File: src/rtl/ex_muldiv_if.sv
// ----------------------------------------------------------------------------
// ex_muldiv_if
// Request/response bundle between the ID/EX pipeline register and the
// iterative RV32M multiply/divide unit in EX.
//
// Request side  : req_valid, funct3, op_a, op_b, rd_in, flush
// Response side : stall, busy, result_valid, result, rd_out
//
// master : pipeline side (drives the request, observes stall and result)
// slave  : ex_muldiv_unit
// ----------------------------------------------------------------------------
interface ex_muldiv_if #(
   parameter int unsigned XLEN = 32
);
   logic            req_valid;
   logic [2:0]      funct3;
   logic [XLEN-1:0] op_a;
   logic [XLEN-1:0] op_b;
   logic [4:0]      rd_in;
   logic            flush;

   logic            stall;
   logic            busy;
   logic            result_valid;
   logic [XLEN-1:0] result;
   logic [4:0]      rd_out;

   modport master (
      output req_valid, funct3, op_a, op_b, rd_in, flush,
      input  stall, busy, result_valid, result, rd_out
   );

   modport slave (
      input  req_valid, funct3, op_a, op_b, rd_in, flush,
      output stall, busy, result_valid, result, rd_out
   );
endinterface

File: src/rtl/ex_muldiv_unit.sv
// ----------------------------------------------------------------------------
// ex_muldiv_unit
// Iterative RV32M multiply/divide unit for the EX stage. Multiplies use a
// shift-add over a 64-bit accumulator, divides use a restoring divider with a
// 33-bit partial remainder; both retire one bit per cycle. Operands are
// processed as magnitudes and the sign is restored when the result is
// registered. While an operation is in flight the unit requests a pipeline
// stall; the result is presented with a one-cycle result_valid pulse.
//
// Ports:
//   clk    : clock, rising edge
//   reset  : asynchronous, active-high
//   bus    : ex_muldiv_if.slave
//              in : req_valid, funct3, op_a, op_b, rd_in, flush
//              out: stall (combinational), busy (state decode),
//                   result_valid, result, rd_out (registered)
//
// Build option:
//   MULDIV_FAST_MUL_EN : when defined, funct3 0-3 use a single-cycle
//                        combinational 32x32 multiplier (IDLE -> DONE);
//                        divides keep the iterative path.
// ----------------------------------------------------------------------------
module ex_muldiv_unit #(
   parameter int unsigned XLEN = 32
) (
   input  logic        clk,
   input  logic        reset,
   ex_muldiv_if.slave  bus
);

   localparam int unsigned PW = 2 * XLEN;       // product width
   localparam int unsigned CW = $clog2(XLEN);   // iteration counter width

   typedef enum logic [1:0] {
      IDLE = 2'd0,
      CALC = 2'd1,
      DONE = 2'd2
   } state_t;

   state_t          state_q;
   state_t          state_d;

   // Operation context captured at accept
   logic [2:0]      op_q;
   logic [4:0]      rd_q;
   logic            neg_q;       // negate product / quotient
   logic            neg_rem_q;   // negate remainder
   logic            div0_q;      // divisor was zero

   // Datapath
   logic [XLEN-1:0] opnd_q;      // multiplicand or divisor magnitude
   logic [PW-1:0]   acc_q;       // product accumulator; low half = dividend/quotient for divides
   logic [XLEN-1:0] rem_q;       // partial remainder (always below the divisor)
   logic [CW-1:0]   cnt_q;
   logic            last_q;      // all bits retired, next CALC edge registers the result

   // Outputs
   logic [XLEN-1:0] res_q;
   logic [4:0]      rd_out_q;
   logic            res_vld_q;

   // Accept-time operand conditioning
   logic            a_signed_c;
   logic            b_signed_c;
   logic            sa_c;
   logic            sb_c;
   logic [XLEN-1:0] mag_a_c;
   logic [XLEN-1:0] mag_b_c;
   logic            accept_c;
   logic            fast_c;

   // Iteration step
   logic [XLEN:0]   mul_sum_c;
   logic [PW-1:0]   mul_next_c;
   logic [XLEN:0]   div_shift_c;
   logic            div_borrow_c;
   logic [XLEN-1:0] div_diff_c;

   // Result formation
   logic [PW-1:0]   prod_c;
   logic [XLEN-1:0] quo_c;
   logic [XLEN-1:0] remv_c;
   logic [XLEN-1:0] calc_res_c;

   // Result select by funct3
   function automatic logic [XLEN-1:0] pick_result(
      input logic [2:0]      op,
      input logic [PW-1:0]   prod,
      input logic [XLEN-1:0] quo,
      input logic [XLEN-1:0] rem
   );
      logic [XLEN-1:0] r;
      unique case (op)
         3'd0:                  r = prod[XLEN-1:0];
         3'd1, 3'd2, 3'd3:      r = prod[PW-1:XLEN];
         3'd4, 3'd5:            r = quo;
         default:               r = rem;
      endcase
      return r;
   endfunction

   // Signedness per op: MULH both, MULHSU op_a only, DIV/REM both
   assign a_signed_c = (bus.funct3 == 3'd1) || (bus.funct3 == 3'd2) ||
                       (bus.funct3 == 3'd4) || (bus.funct3 == 3'd6);
   assign b_signed_c = (bus.funct3 == 3'd1) || (bus.funct3 == 3'd4) ||
                       (bus.funct3 == 3'd6);
   assign sa_c       = a_signed_c & bus.op_a[XLEN-1];
   assign sb_c       = b_signed_c & bus.op_b[XLEN-1];
   assign mag_a_c    = sa_c ? (~bus.op_a + XLEN'(1)) : bus.op_a;
   assign mag_b_c    = sb_c ? (~bus.op_b + XLEN'(1)) : bus.op_b;

   assign accept_c   = (state_q == IDLE) && bus.req_valid && !bus.flush;

`ifdef MULDIV_FAST_MUL_EN
   logic [PW-1:0]   fast_mag_c;
   logic [PW-1:0]   fast_prod_c;
   logic [XLEN-1:0] fast_res_c;

   assign fast_c      = ~bus.funct3[2];
   assign fast_mag_c  = PW'(mag_a_c) * PW'(mag_b_c);
   assign fast_prod_c = (sa_c ^ sb_c) ? (~fast_mag_c + PW'(1)) : fast_mag_c;
   assign fast_res_c  = pick_result(bus.funct3, fast_prod_c, '0, '0);
`else
   assign fast_c      = 1'b0;
`endif

   // Shift-add step: add multiplicand into the upper half when the current
   // multiplier bit (acc_q[0]) is set, then shift the whole accumulator right.
   assign mul_sum_c    = {1'b0, acc_q[PW-1:XLEN]} +
                         (acc_q[0] ? {1'b0, opnd_q} : {(XLEN+1){1'b0}});
   assign mul_next_c   = {mul_sum_c, acc_q[XLEN-1:1]};

   // Restoring divide step: bring in the next dividend bit, trial-subtract.
   assign div_shift_c  = {rem_q, acc_q[XLEN-1]};
   assign div_borrow_c = div_shift_c < {1'b0, opnd_q};
   assign div_diff_c   = XLEN'(div_shift_c - {1'b0, opnd_q});

   // Sign correction and result select once all bits are retired.
   // A zero divisor yields all-ones quotient regardless of operand signs; the
   // remainder path already reproduces op_a in that case.
   assign prod_c     = neg_q ? (~acc_q + PW'(1)) : acc_q;
   assign quo_c      = div0_q ? {XLEN{1'b1}} :
                       (neg_q ? (~acc_q[XLEN-1:0] + XLEN'(1)) : acc_q[XLEN-1:0]);
   assign remv_c     = neg_rem_q ? (~rem_q + XLEN'(1)) : rem_q;
   assign calc_res_c = pick_result(op_q, prod_c, quo_c, remv_c);

   // State register
   always_ff @(posedge clk or posedge reset) begin
      if (reset) begin
         state_q <= IDLE;
      end else begin
         state_q <= state_d;
      end
   end

   // Next-state logic; flush overrides everything
   always_comb begin
      state_d = state_q;
      unique case (state_q)
         IDLE: begin
            if (accept_c) begin
               state_d = fast_c ? DONE : CALC;
            end
         end
         CALC: begin
            if (last_q) begin
               state_d = DONE;
            end
         end
         DONE:    state_d = IDLE;
         default: state_d = IDLE;
      endcase
      if (bus.flush) begin
         state_d = IDLE;
      end
   end

   // Operand capture, iteration and result registers
   always_ff @(posedge clk or posedge reset) begin
      if (reset) begin
         op_q      <= '0;
         rd_q      <= '0;
         neg_q     <= 1'b0;
         neg_rem_q <= 1'b0;
         div0_q    <= 1'b0;
         opnd_q    <= '0;
         acc_q     <= '0;
         rem_q     <= '0;
         cnt_q     <= '0;
         last_q    <= 1'b0;
         res_q     <= '0;
         rd_out_q  <= '0;
         res_vld_q <= 1'b0;
      end else begin
         res_vld_q <= 1'b0;
         if (accept_c) begin
            op_q      <= bus.funct3;
            rd_q      <= bus.rd_in;
            neg_q     <= sa_c ^ sb_c;
            neg_rem_q <= sa_c;
            div0_q    <= (bus.op_b == '0);
            rem_q     <= '0;
            cnt_q     <= CW'(XLEN - 1);
            last_q    <= 1'b0;
            if (bus.funct3[2]) begin
               opnd_q <= mag_b_c;
               acc_q  <= {XLEN'(0), mag_a_c};
            end else begin
               opnd_q <= mag_a_c;
               acc_q  <= {XLEN'(0), mag_b_c};
            end
`ifdef MULDIV_FAST_MUL_EN
            if (fast_c) begin
               res_q     <= fast_res_c;
               rd_out_q  <= bus.rd_in;
               res_vld_q <= 1'b1;
            end
`endif
         end else if ((state_q == CALC) && !bus.flush) begin
            if (last_q) begin
               res_q     <= calc_res_c;
               rd_out_q  <= rd_q;
               res_vld_q <= 1'b1;
            end else begin
               if (op_q[2]) begin
                  acc_q[XLEN-1:0] <= {acc_q[XLEN-2:0], ~div_borrow_c};
                  rem_q           <= div_borrow_c ? div_shift_c[XLEN-1:0] : div_diff_c;
               end else begin
                  acc_q <= mul_next_c;
               end
               if (cnt_q == '0) begin
                  last_q <= 1'b1;
               end else begin
                  cnt_q <= cnt_q - CW'(1);
               end
            end
         end
      end
   end

   // Stall is combinational so the front end holds in the accept cycle
   assign bus.stall        = accept_c || (state_q == CALC);
   assign bus.busy         = (state_q != IDLE);
   assign bus.result_valid = res_vld_q;
   assign bus.result       = res_q;
   assign bus.rd_out       = rd_out_q;

endmodule

File: src/flat_wrapper.sv
// flat-port wrapper written by rule: the top's interface ports become plain ports
module ex_muldiv_unit_flat 
#(
   parameter int unsigned XLEN = 32
)
  (clk, reset, bus_req_valid, bus_funct3, bus_op_a, bus_op_b, bus_rd_in, bus_flush, bus_stall, bus_busy, bus_result_valid, bus_result, bus_rd_out);
  ex_muldiv_if #(.XLEN(XLEN)) bus_i ();
  input  logic clk;
  input  logic reset;
  input wire logic [$bits(bus_i.req_valid)-1:0] bus_req_valid;
  input wire logic [$bits(bus_i.funct3)-1:0] bus_funct3;
  input wire logic [$bits(bus_i.op_a)-1:0] bus_op_a;
  input wire logic [$bits(bus_i.op_b)-1:0] bus_op_b;
  input wire logic [$bits(bus_i.rd_in)-1:0] bus_rd_in;
  input wire logic [$bits(bus_i.flush)-1:0] bus_flush;
  output wire logic [$bits(bus_i.stall)-1:0] bus_stall;
  output wire logic [$bits(bus_i.busy)-1:0] bus_busy;
  output wire logic [$bits(bus_i.result_valid)-1:0] bus_result_valid;
  output wire logic [$bits(bus_i.result)-1:0] bus_result;
  output wire logic [$bits(bus_i.rd_out)-1:0] bus_rd_out;
  assign bus_i.req_valid = bus_req_valid;
  assign bus_i.funct3 = bus_funct3;
  assign bus_i.op_a = bus_op_a;
  assign bus_i.op_b = bus_op_b;
  assign bus_i.rd_in = bus_rd_in;
  assign bus_i.flush = bus_flush;
  assign bus_stall = bus_i.stall;
  assign bus_busy = bus_i.busy;
  assign bus_result_valid = bus_i.result_valid;
  assign bus_result = bus_i.result;
  assign bus_rd_out = bus_i.rd_out;
  ex_muldiv_unit #(.XLEN(XLEN)) u_core (.clk(clk), .reset(reset), .bus(bus_i));
endmodule
File: config.mk
export PLATFORM = sky130hd
export DESIGN_NAME = ex_muldiv_unit_flat
export DESIGN_NICKNAME = d
export VERILOG_FILES = /design/src/rtl/ex_muldiv_if.sv /design/src/rtl/ex_muldiv_unit.sv /design/src/flat_wrapper.sv
export SDC_FILE = /design/constraint.sdc
export NUM_CORES = 1
export LEC_CHECK = 0
export BUFFER_PORTS_ARGS = -buffer_cell sky130_fd_sc_hd__buf_4
export CAP_MARGIN = 10
export CORE_AREA = 2 2 180 182
export CTS_BUF_LIST = sky130_fd_sc_hd__clkbuf_2 sky130_fd_sc_hd__clkbuf_4 sky130_fd_sc_hd__clkbuf_8
export DETAILED_ROUTE_END_ITERATION = 10
export DIE_AREA = 0 0 182 184
export PLACE_DENSITY = 0.77
export SYNTH_ARGS = -nofsm -noshare
export SYNTH_HDL_FRONTEND = slang
export SYNTH_SLANG_ARGS = --single-unit
export TNS_END_PERCENT = 30
File: constraint.sdc
create_clock -name clk -period 8.3 [get_ports clk]
set_input_delay 0.83 -clock clk [delete_from_list [all_inputs] [get_ports clk]]
set_output_delay 0.83 -clock clk [all_outputs]
set_load 0.05 [all_outputs]
# --- Word-level counts from Yosys, hierarchy flattened ---
# Index checks and enable logic that the tools add are counted.
op_classes:
  n_lt_le_gt_ge: 1
  n_bitwise: 10
  n_eq_ne: 15
  mux: 35
  reduce_logical: 25
  n_addsub: 8
op_table:
  columns: ["cell", "n"]
  rows:
  - ["2-to-1 mux 32 bit", 15]
  - ["2-to-1 mux 64 bit", 4]
  - ["adder 32 x 1 -> 32 bit (second input constant)", 4]
  - ["inverter 32 bit", 4]
  - ["case mux 32 bit (3 select lines)", 1]
  - ["adder 64 x 1 -> 64 bit (second input constant)", 1]
  - ["inverter 64 bit", 1]
  - ["adder 32 x 33 -> 33 bit", 1]
  - ["less-than comparator 33 x 32 -> 1 bit", 1]
  - ["logical NOT 32 bit", 1]
  - ["subtractor 32 bit", 1]
  - ["2-to-1 mux 5 bit", 4]
  - ["equality test 3 bit (second input constant)", 4]
  - ["AND reduction 3 bit", 4]
  - ["equality test 3 x 2 -> 1 bit (second input constant)", 3]
  - ["2-to-1 mux 1 bit", 7]
  - ["equality test 3 x 1 -> 1 bit (second input constant)", 2]
  - ["logical OR 1 bit", 6]
  - ["2-to-1 mux 2 bit", 3]
  - ["inequality test 3 x 2 -> 1 bit (second input constant)", 2]
  - ["nonzero test 2 bit", 3]
  - ["logical NOT 5 bit", 1]
  - ["subtractor 5 x 1 -> 5 bit (second input constant)", 1]
  - ["inequality test 2 bit (second input constant)", 2]
  - ["other kinds (13)", 18]
word_totals:
  input_bits: 76
  regBits: 185

# --- Depth between registers and ports, before layout ---
# Gate-level depths: netlist (run 1).
depth:
  depth_word: 8
  ltp_mapped: 14
  depth_no_buf: 13

# --- Least setup slack after synthesis (run 1) ---
# No wires, ideal clock.
synth_timing:
  path_type: "input to register"
  start: "input port bus_op_b[5]"
  end: "register u_core.acc_q[27]"
  stages: 8
  arrival_ps: 3576
  path_slack_ps: 4598
  path_cell_list: "or4_1 or3_1 nand2b_4 or4_4 or4_1 o31ai_1 xnor2_1 a311o_1"
synth_between:
  elab_chain_len: 5
synth_rtl:
  columns: ["item", "line", "text"]
  rows:
  - ["from (decl)", "flat_wrapper.sv:13", "input wire logic [$bits(bus_i.op_b)-1:0] bus_op_b;"]
  - ["inverter 32 bit", "ex_muldiv_unit.sv:110", "assign mag_b_c = sb_c ? (~bus.op_b + XLEN'(1)) : bus.op_b;"]
  - ["adder 32 x 1 -> 32 bit", "ex_muldiv_unit.sv:110", null]
  - ["2-to-1 mux 32 bit", "ex_muldiv_unit.sv:110", null]
  - ["2-to-1 mux 32 bit", "ex_muldiv_unit.sv:205", "if (bus.funct3[2]) begin"]
  - ["2-to-1 mux 64 bit", "ex_muldiv_unit.sv:196", "if (accept_c) begin"]
  - ["to (signal assigned)", "ex_muldiv_unit.sv:207", "acc_q <= {XLEN'(0), mag_a_c};"]
  - ["to (signal assigned)", "ex_muldiv_unit.sv:210", "acc_q <= {XLEN'(0), mag_b_c};"]
  - ["to (signal, indexed assignment)", "ex_muldiv_unit.sv:226", "acc_q[XLEN-1:0] <= {acc_q[XLEN-2:0], ~div_borrow_c};"]
  - ["to (decl)", "ex_muldiv_unit.sv:52", "logic [PW-1:0] acc_q;"]
# No other way between the ends.
# A chain may end at the register's enable or synchronous reset.

# --- Final worst setup path (run 1) ---
layout_timing:
  start: "register u_core.acc_q[0]"
  end: "register u_core.acc_q[63]"
layout_between:
  elab_chain_len: 6
layout_rtl:
  columns: ["item", "line", "text"]
  rows:
  - ["2-to-1 mux 32 bit", "ex_muldiv_unit.sv:130", "(acc_q[0] ? {1'b0, opnd_q} : {(XLEN+1){1'b0}});"]
  - ["adder 32 x 33 -> 33 bit", "ex_muldiv_unit.sv:129", "assign mul_sum_c = {1'b0, acc_q[PW-1:XLEN]} +"]
  - ["2-to-1 mux 32 bit", "ex_muldiv_unit.sv:225", "if (op_q[2]) begin"]
  - ["2-to-1 mux 64 bit", "ex_muldiv_unit.sv:220", "if (last_q) begin"]
  - ["2-to-1 mux 64 bit", "ex_muldiv_unit.sv:219", "end else if ((state_q == CALC) && !bus.flush) begin"]
  - ["2-to-1 mux 64 bit", "ex_muldiv_unit.sv:196", null]
# No other way between the ends. The select of a mux whose other input is x is not followed.

==> results of run 1 <==
==> routing by layer <==
metal / vias to the layer above / GRT usage (%) / wire (microns)
met5: - / 0 / 0
met4: 0 / 9.23 / 1220
met3: 82 / 4.58 / 4170
met2: 702 / 43.8 / 20800
met1: 7323 / 41.3 / 22100
li1: 7241 / - / -
==> final timing paths <==
check | endpoint | depth (start not counted)
setup / recovery | u_core.acc_q[63] | 12
hold / removal | u_core.rem_q[9] | 2
setup reg to reg | u_core.acc_q[63] | 12
hold reg to reg | u_core.bus.rd_out[4] | 2
max in group asynchronous | u_core.op_q[2] | 3
min in group clk | u_core.bus.rd_out[4] | 2
==> synth_stat cells (all sizes together) (25+ instances only) <==
| cell type | n |
|---|---|
| o211ai | 43 |
| nor3 | 33 |
| o21ai | 236 |
| nand3 | 74 |
| nor2 | 167 |
| xnor2 | 116 |
| clkbuf | 105 |
| ha | 70 |
| a21oi | 133 |
| or3 | 28 |
| dfrtp | 185 |
| o31ai | 50 |
| xor2 | 82 |
| inv | 66 |
| o41ai | 25 |
| mux2i | 43 |
| nand2 | 256 |
==> logic make-up after synthesis <==
family	share of synthesized area, %
mux	3.13
flops	29.8
compound gates	25.0
fa+ha+maj	5.89
simple gates	20.0
xor+xnor	11.1
buf+inv	5.04
==> power by group through the flow <==
stage | Combinational, mW | Sequential, mW | Clock, mW
floorplan | 2.38 | 1.77 | 0
CTS | 3.45 | 1.68 | 0.654
finish | 3.52 | 1.70 | 0.650
global placement | 3.39 | 1.68 | 0
detailed placement | 3.44 | 1.69 | 0
global route | 3.83 | 1.75 | 0.689
==> sequential cells by signal, indices dropped and copies added, names as in the netlist, 2 cells and up <==
name and cells:
u_core.bus.result 32, u_core.rd_q 5, u_core.cnt_q 5, u_core.bus.rd_out 5
u_core.op_q 3, u_core.opnd_q 32, u_core.rem_q 32, u_core.acc_q 64
u_core.state_q 2
==> worst reg2reg max path, stage by stage (launching register included) <==
cell and delay (ns):
dfrtp_1 0.49, inv_1 0.82, nor2_1 0.21, fa_1 0.49, a21oi_1 0.27, nor2_1 0.08
nor3b_1 0.45, nor4b_1 0.15, o21ai_0 0.40, a2111oi_0 0.23, nand3b_1 0.24, a41oi_1 0.24
o21ai_0 0.12
==> stage by stage <==
stage               power [mW]  utilization (%)  instances
floorplan                 4.15                -       2003
detailed placement        5.13             52.7       2405
global route              6.27             54.0       2437
CTS                       5.79             54.0       2437
finish                    5.87             54.0       2437
global placement          5.07             52.7       2405
==> layout make-up <==
class                           count  area, sq um  area share, %
Multi-Input combinational cell   1621        10200           60.1
Sequential cell                   185         4630           27.3
Timing Repair Buffer              130          976           5.76
Tap cell                          402          503           2.97
Inverter                           67          259           1.53
Clock buffer                       18          241           1.43
Clock inverter                     14          154          0.908
==> impl_metrics.env, run 1 <==
export IMPL_outcome="completed"
export IMPL_clockBufferDepth=2
export IMPL_worst_pin_slew_ns=1.10
export IMPL_place_area_sq_um=16500
export IMPL_grt_pass1_wl_mm=76.3
export IMPL_cap_violations=0
export IMPL_synthDistinctLibCells=69
export IMPL_post_route_period_util_pct=51.9
export IMPL_cts_num_sinks=185
export IMPL_clockRootBuffer="clkbuf_8"
export IMPL_cpMaxStageDelayCell="inv_1"
export IMPL_synth_net_count=2151
export IMPL_antenna_cells=0
export IMPL_p_leak_nw=7.19
export IMPL_cp_startpoint="u_core.acc_q[0]"
export IMPL_critPathMaxStageDelay_ns=0.82
export IMPL_ys_warn_count=0
export IMPL_min_path_type="in2async"
export IMPL_ant_nets=0
export IMPL_h_tree_depth=4
export IMPL_worst_r2r_setup_slack_ns=3.99
export IMPL_drive_gt1_share_pct=9.83
export IMPL_die_x_microns=182
export IMPL_vias=15300
export IMPL_whs_ns=0.476
export IMPL_fin_area_sq_um=16900
export IMPL_p_seq_share_pct=29.0
export IMPL_crit_family="compound AO/OA/AOI/OAI gates"
export IMPL_vdd_drop_max_v=0.000169
export IMPL_io_pins=116
export IMPL_synth_area_per_cell_sq_um=7.77
export IMPL_grt_overflow=0
export IMPL_die_h_microns=184
export IMPL_synth_ff_latch_count=185
export IMPL_startpoint_type="register"
export IMPL_routedWlPerCell_microns=19.8
export IMPL_grt_max_degree=119
export IMPL_report_final_slew_viol_count=0
export IMPL_port_buffers=115
export IMPL_track_usage_pct=28.6
export IMPL_fin_crit_ns=4.31
export IMPL_cts_setup_buffers=0
export IMPL_gp_congestion=0.982
export IMPL_start_util_pct=49.6
export IMPL_slew_headroom_pct=26.7
export IMPL_cts_clk_slew_worst_paths_ns=0.12
export IMPL_synth_area_leader_cell="dfrtp_1"
export IMPL_drc=0
export IMPL_critPathKind="reg2reg"
export IMPL_clock_skew_final_ns=0.0261
export IMPL_nets=2170
export IMPL_nFillCells=2953
export IMPL_synth_seq_area_share_pct=29.8
export IMPL_async_reset_ff_share_pct=100
export IMPL_cts_tree="yes"
export IMPL_area_growth_pct=8.90
export IMPL_synth_top_area_share_pct=29.8
export IMPL_drtIter0Drc=1664
export IMPL_syn_inst=2003
export IMPL_wl_mm=48.2
export IMPL_finalSetupViolCount=0
export IMPL_ctsResizeCount=0
export IMPL_path_cells="inv_1 -> nor2_1 -> fa_1 -> a21oi_1 -> nor2_1 -> nor3b_1 -> nor4b_1 -> o21ai_0 -> a2111oi_0 -> nand3b_1 -> a41oi_1 -> o21ai_0"
export IMPL_worstPathArrival_ns=4.67
export IMPL_hold_violations=0
export IMPL_rows=65
export IMPL_crit_reg2reg_launch="u_core.acc_q[0]"
export IMPL_p_comb_share_pct=60.0
export IMPL_first_pass_iters=8
export IMPL_power_frac_clock_pct=11.1
export IMPL_cts_hold_buf=0
export IMPL_power_density_nw_per_um2=347
export IMPL_grt_pass1_vias=14100
export IMPL_clk_latency_ns=0.50
export IMPL_antenna_found_initial=0
export IMPL_synthFlopType="dfrtp_1"
export IMPL_coreArea_sq_um=31400
export IMPL_die_area_sq_um=33500
export IMPL_layout_commonest_cell="nand2_1"
export IMPL_p_int_mw=2.77
export IMPL_hpwlAfterDp_mm=36.4
export IMPL_p_switching_mw=3.10
export IMPL_rsz0062_at_grt="no"
export IMPL_tns_ns=0
export IMPL_synth_area_sq_um=15600
export IMPL_place_ws_ns=4.12
export IMPL_critical_path_peak_fanout=32
export IMPL_ys_top_cells_by_area="dfrtp_1 30%, o21ai_0 7.5%, xnor2_1 6.5%"
export IMPL_cp_num_buf_inv=1
export IMPL_synth_edf_count=0
export IMPL_vias_per_cell=6.30
export IMPL_fmax_ghz=0.232
export IMPL_most_common_layout_cells="256 x nand2_1, 234 x o21ai_0, 183 x dfrtp_1"
export IMPL_p_sw_share_pct=52.8
export IMPL_required_ns=8.66
export IMPL_critPathCaptureType="register"
export IMPL_cts_buffers=17
export IMPL_worst_slack_ns=3.99
Power figures use the tool's default switching activity.
==> run 2, diff against run 1 <==
--- a/config.mk
+++ b/config.mk
@@ -11,7 +11,7 @@
 export CTS_BUF_LIST = sky130_fd_sc_hd__clkbuf_2 sky130_fd_sc_hd__clkbuf_4 sky130_fd_sc_hd__clkbuf_8
 export DETAILED_ROUTE_END_ITERATION = 10
 export DIE_AREA = 0 0 182 184
-export PLACE_DENSITY = 0.77
+export PLACE_DENSITY = 0.8
 export SYNTH_ARGS = -nofsm -noshare
 export SYNTH_HDL_FRONTEND = slang
 export SYNTH_SLANG_ARGS = --single-unit
==> constraint.sdc (replaced) <==
create_clock -name clk -period 3.5 [get_ports clk]
set_input_delay 0.35 -clock clk [delete_from_list [all_inputs] [get_ports clk]]
set_output_delay 0.35 -clock clk [all_outputs]
set_load 0.05 [all_outputs]
==> run 2 against run 1 <==
  * Register-to-register slack worse by 3.9 ns
  * Clock power rose by 130%
  * Non-clock buffer count increased by 65
  * Critical endpoint is now u_core.bus.result[26]
  * Largest cell class unchanged
  * Highest routed layer is now met5
==> impl_metrics.env, run 2 (synthesized netlist as in run 1, its figures left out) <==
export IMPL_outcome="completed"
export IMPL_crit_reg2reg_launch="u_core.acc_q[29]"
export IMPL_whs_ns=0.0475
export IMPL_cpMaxStageDelayCell="or4_4"
export IMPL_hold_depth=3
export IMPL_critPathCaptureType="register"
export IMPL_critPathMaxStageDelay_ns=0.58
export IMPL_required_ns=3.87
export IMPL_rows=65
export IMPL_area_growth_pct=12.7
export IMPL_ant_nets=0
export IMPL_clk_latency_ns=0.49
export IMPL_critical_path_peak_fanout=4
export IMPL_crit_family="simple AND/OR/NAND/NOR gates"
export IMPL_layout_commonest_cell="nand2_1"
export IMPL_grt_max_degree=93
export IMPL_nets=2235
export IMPL_multi_input_area_sq_um=10200
export IMPL_grt_pass1_wl_mm=78.7
export IMPL_cp_num_buf_inv=0
export IMPL_antenna_cells=0
export IMPL_worstPathArrival_ns=3.74
export IMPL_clockBufferDepth=2
export IMPL_hold_end="u_core.rd_q[3]"
export IMPL_start_util_pct=49.6
export IMPL_slew_headroom_pct=17.9
export IMPL_hold_start="bus_rd_in[3]"
export IMPL_wl_mm=49.9
export IMPL_grt_overflow=0
export IMPL_worst_r2r_setup_slack_ns=0.13
export IMPL_cts_buffers=17
export IMPL_critPathKind="reg2reg"
export IMPL_worst_slack_ns=0.135
export IMPL_report_final_slew_viol_count=0
export IMPL_reg2reg_depth=9
export IMPL_clockRootBuffer="clkbuf_8"
export IMPL_h_tree_depth=4
export IMPL_min_path_type="in2reg"
export IMPL_io_pins=116
export IMPL_antenna_found_initial=1
export IMPL_critPathMostFrequentCell="or4_4"
export IMPL_cts_setup_buffers=0
export IMPL_port_buffers=115
export IMPL_die_area_sq_um=33500
export IMPL_largest_reg_flops=64
export IMPL_vdd_drop_max_v=0.000403
export IMPL_fmax_ghz=0.297
export IMPL_p_leak_nw=7.52
export IMPL_track_usage_pct=29.6
export IMPL_die_x_microns=182
export IMPL_routedWlPerCell_microns=20.0
export IMPL_largest_register="u_core.acc_q"
export IMPL_clock_skew_final_ns=0.0227
export IMPL_r2r_end="u_core.bus.result[26]"
export IMPL_cts_num_sinks=185
export IMPL_fin_cells=2502
export IMPL_cts_tree="yes"
export IMPL_die_h_microns=184
export IMPL_hpwlAfterDp_mm=38.4
export IMPL_regArea_sq_um=4630
export IMPL_startpoint_type="register"
export IMPL_worst_pin_slew_ns=1.23
export IMPL_drive_gt1_share_pct=13.1
export IMPL_drtIter0Drc=1895
export IMPL_drc=0
export IMPL_gp_congestion=0.947
export IMPL_coreArea_sq_um=31400
export IMPL_finalSetupViolCount=0
export IMPL_cts_clk_slew_worst_paths_ns=0.12
export IMPL_vias_per_cell=6.30
export IMPL_path_cells="or4_4 -> or4_1 -> nand2b_1 -> or4_4 -> or4_4 -> o21ai_2 -> xor2_1 -> nor2_1 -> o32a_1"
export IMPL_vias=15800
export IMPL_post_route_period_util_pct=96.2
export IMPL_fin_crit_ns=3.37
export IMPL_most_common_layout_cells="256 x nand2_1, 233 x o21ai_0, 189 x buf_4"
export IMPL_first_pass_iters=5
export IMPL_place_ws_ns=-0.00364
export IMPL_power_density_nw_per_um2=826
export IMPL_dp_cells=2469
export IMPL_grt_pass1_vias=14600
export IMPL_hold_violations=0
export IMPL_cap_violations=0
export IMPL_nFillCells=2883
[run 2: cell count changes in the layout (fill, tap and decap cells not counted), sizes merged]
cell / change
clkinvlp: -1
clkbuf: +1
buf: +64
bufinv: -1
dlygate4sd3: +1
clkinv: +3
inv: -2
[run 2: what timing repair did]
action	CTS	global route
endpoints found under the setup margin	0	14
gates resized for setup	0	14
hold buffers	1	0
hold endpoints to repair	29	0
[run 2: cell type report]
cell class                      count  share of cell area, %
Multi-Input combinational cell   1621                   58.4
Sequential cell                   185                   26.4
Timing Repair Buffer              195                   8.72
Tap cell                          402                   2.87
Clock buffer                       19                   1.46
Inverter                           67                   1.46
Clock inverter                     13                  0.735
[run 2: layer usage]
layer | track usage, % | wire (microns) | vias to the layer above
met2 | 46.3 | 21800 | 804
li1 | - | - | 7372
met3 | 5.05 | 4480 | 104
met1 | 42.3 | 22400 | 7471
met4 | 8.23 | 1280 | 2
met5 | 0 | 9 | -
[run 2: stage by stage]
step / power, mW / instance area [sq um] / util, % / TNS [ns]
2_1_floorplan: 9.83 / 15600 / - / 0
3_3_place_gp: 12.5 / 17100 / 54.4 / 0
3_5_place_dp: 12.7 / 17100 / 54.4 / -0.00364
4_1_cts: 14.2 / 17500 / 55.7 / 0
5_1_grt: 15.4 / 17500 / 55.9 / -0.00387
6_report: 14.5 / 17500 / 55.9 / 0
[run 2: worst max path at each step]
stage                startpoint                     to  slack, ns  cells past startpoint
5_1_grt        u_core.acc_q[31]       u_core.rem_q[26]     -0.004                     14
6_report       u_core.acc_q[29]  u_core.bus.result[26]       0.13                      9
3_5_place_dp        bus_op_b[5]       u_core.acc_q[26]     -0.004                     11
4_1_cts         u_core.acc_q[0]       u_core.acc_q[61]       0.05                     14
3_3_place_gp        bus_op_b[5]       u_core.acc_q[27]       0.05                      9
2_1_floorplan  u_core.acc_q[29]  u_core.bus.result[26]       0.14                     12
[run 2: power breakdown]
group	total (mW)	leakage, nW	switching [mW]	internal, mW
Sequential	3.90	2.35	1.02	2.88
Combinational	9.12	4.97	5.61	3.51
Clock	1.47	0.198	0.917	0.554
Total	14.5	7.52	7.55	6.94
[run 2: worst min-delay path: stages]
cell and delay [ns]:
buf_4 0.08, nand2_1 0.04, nand2_1 0.04
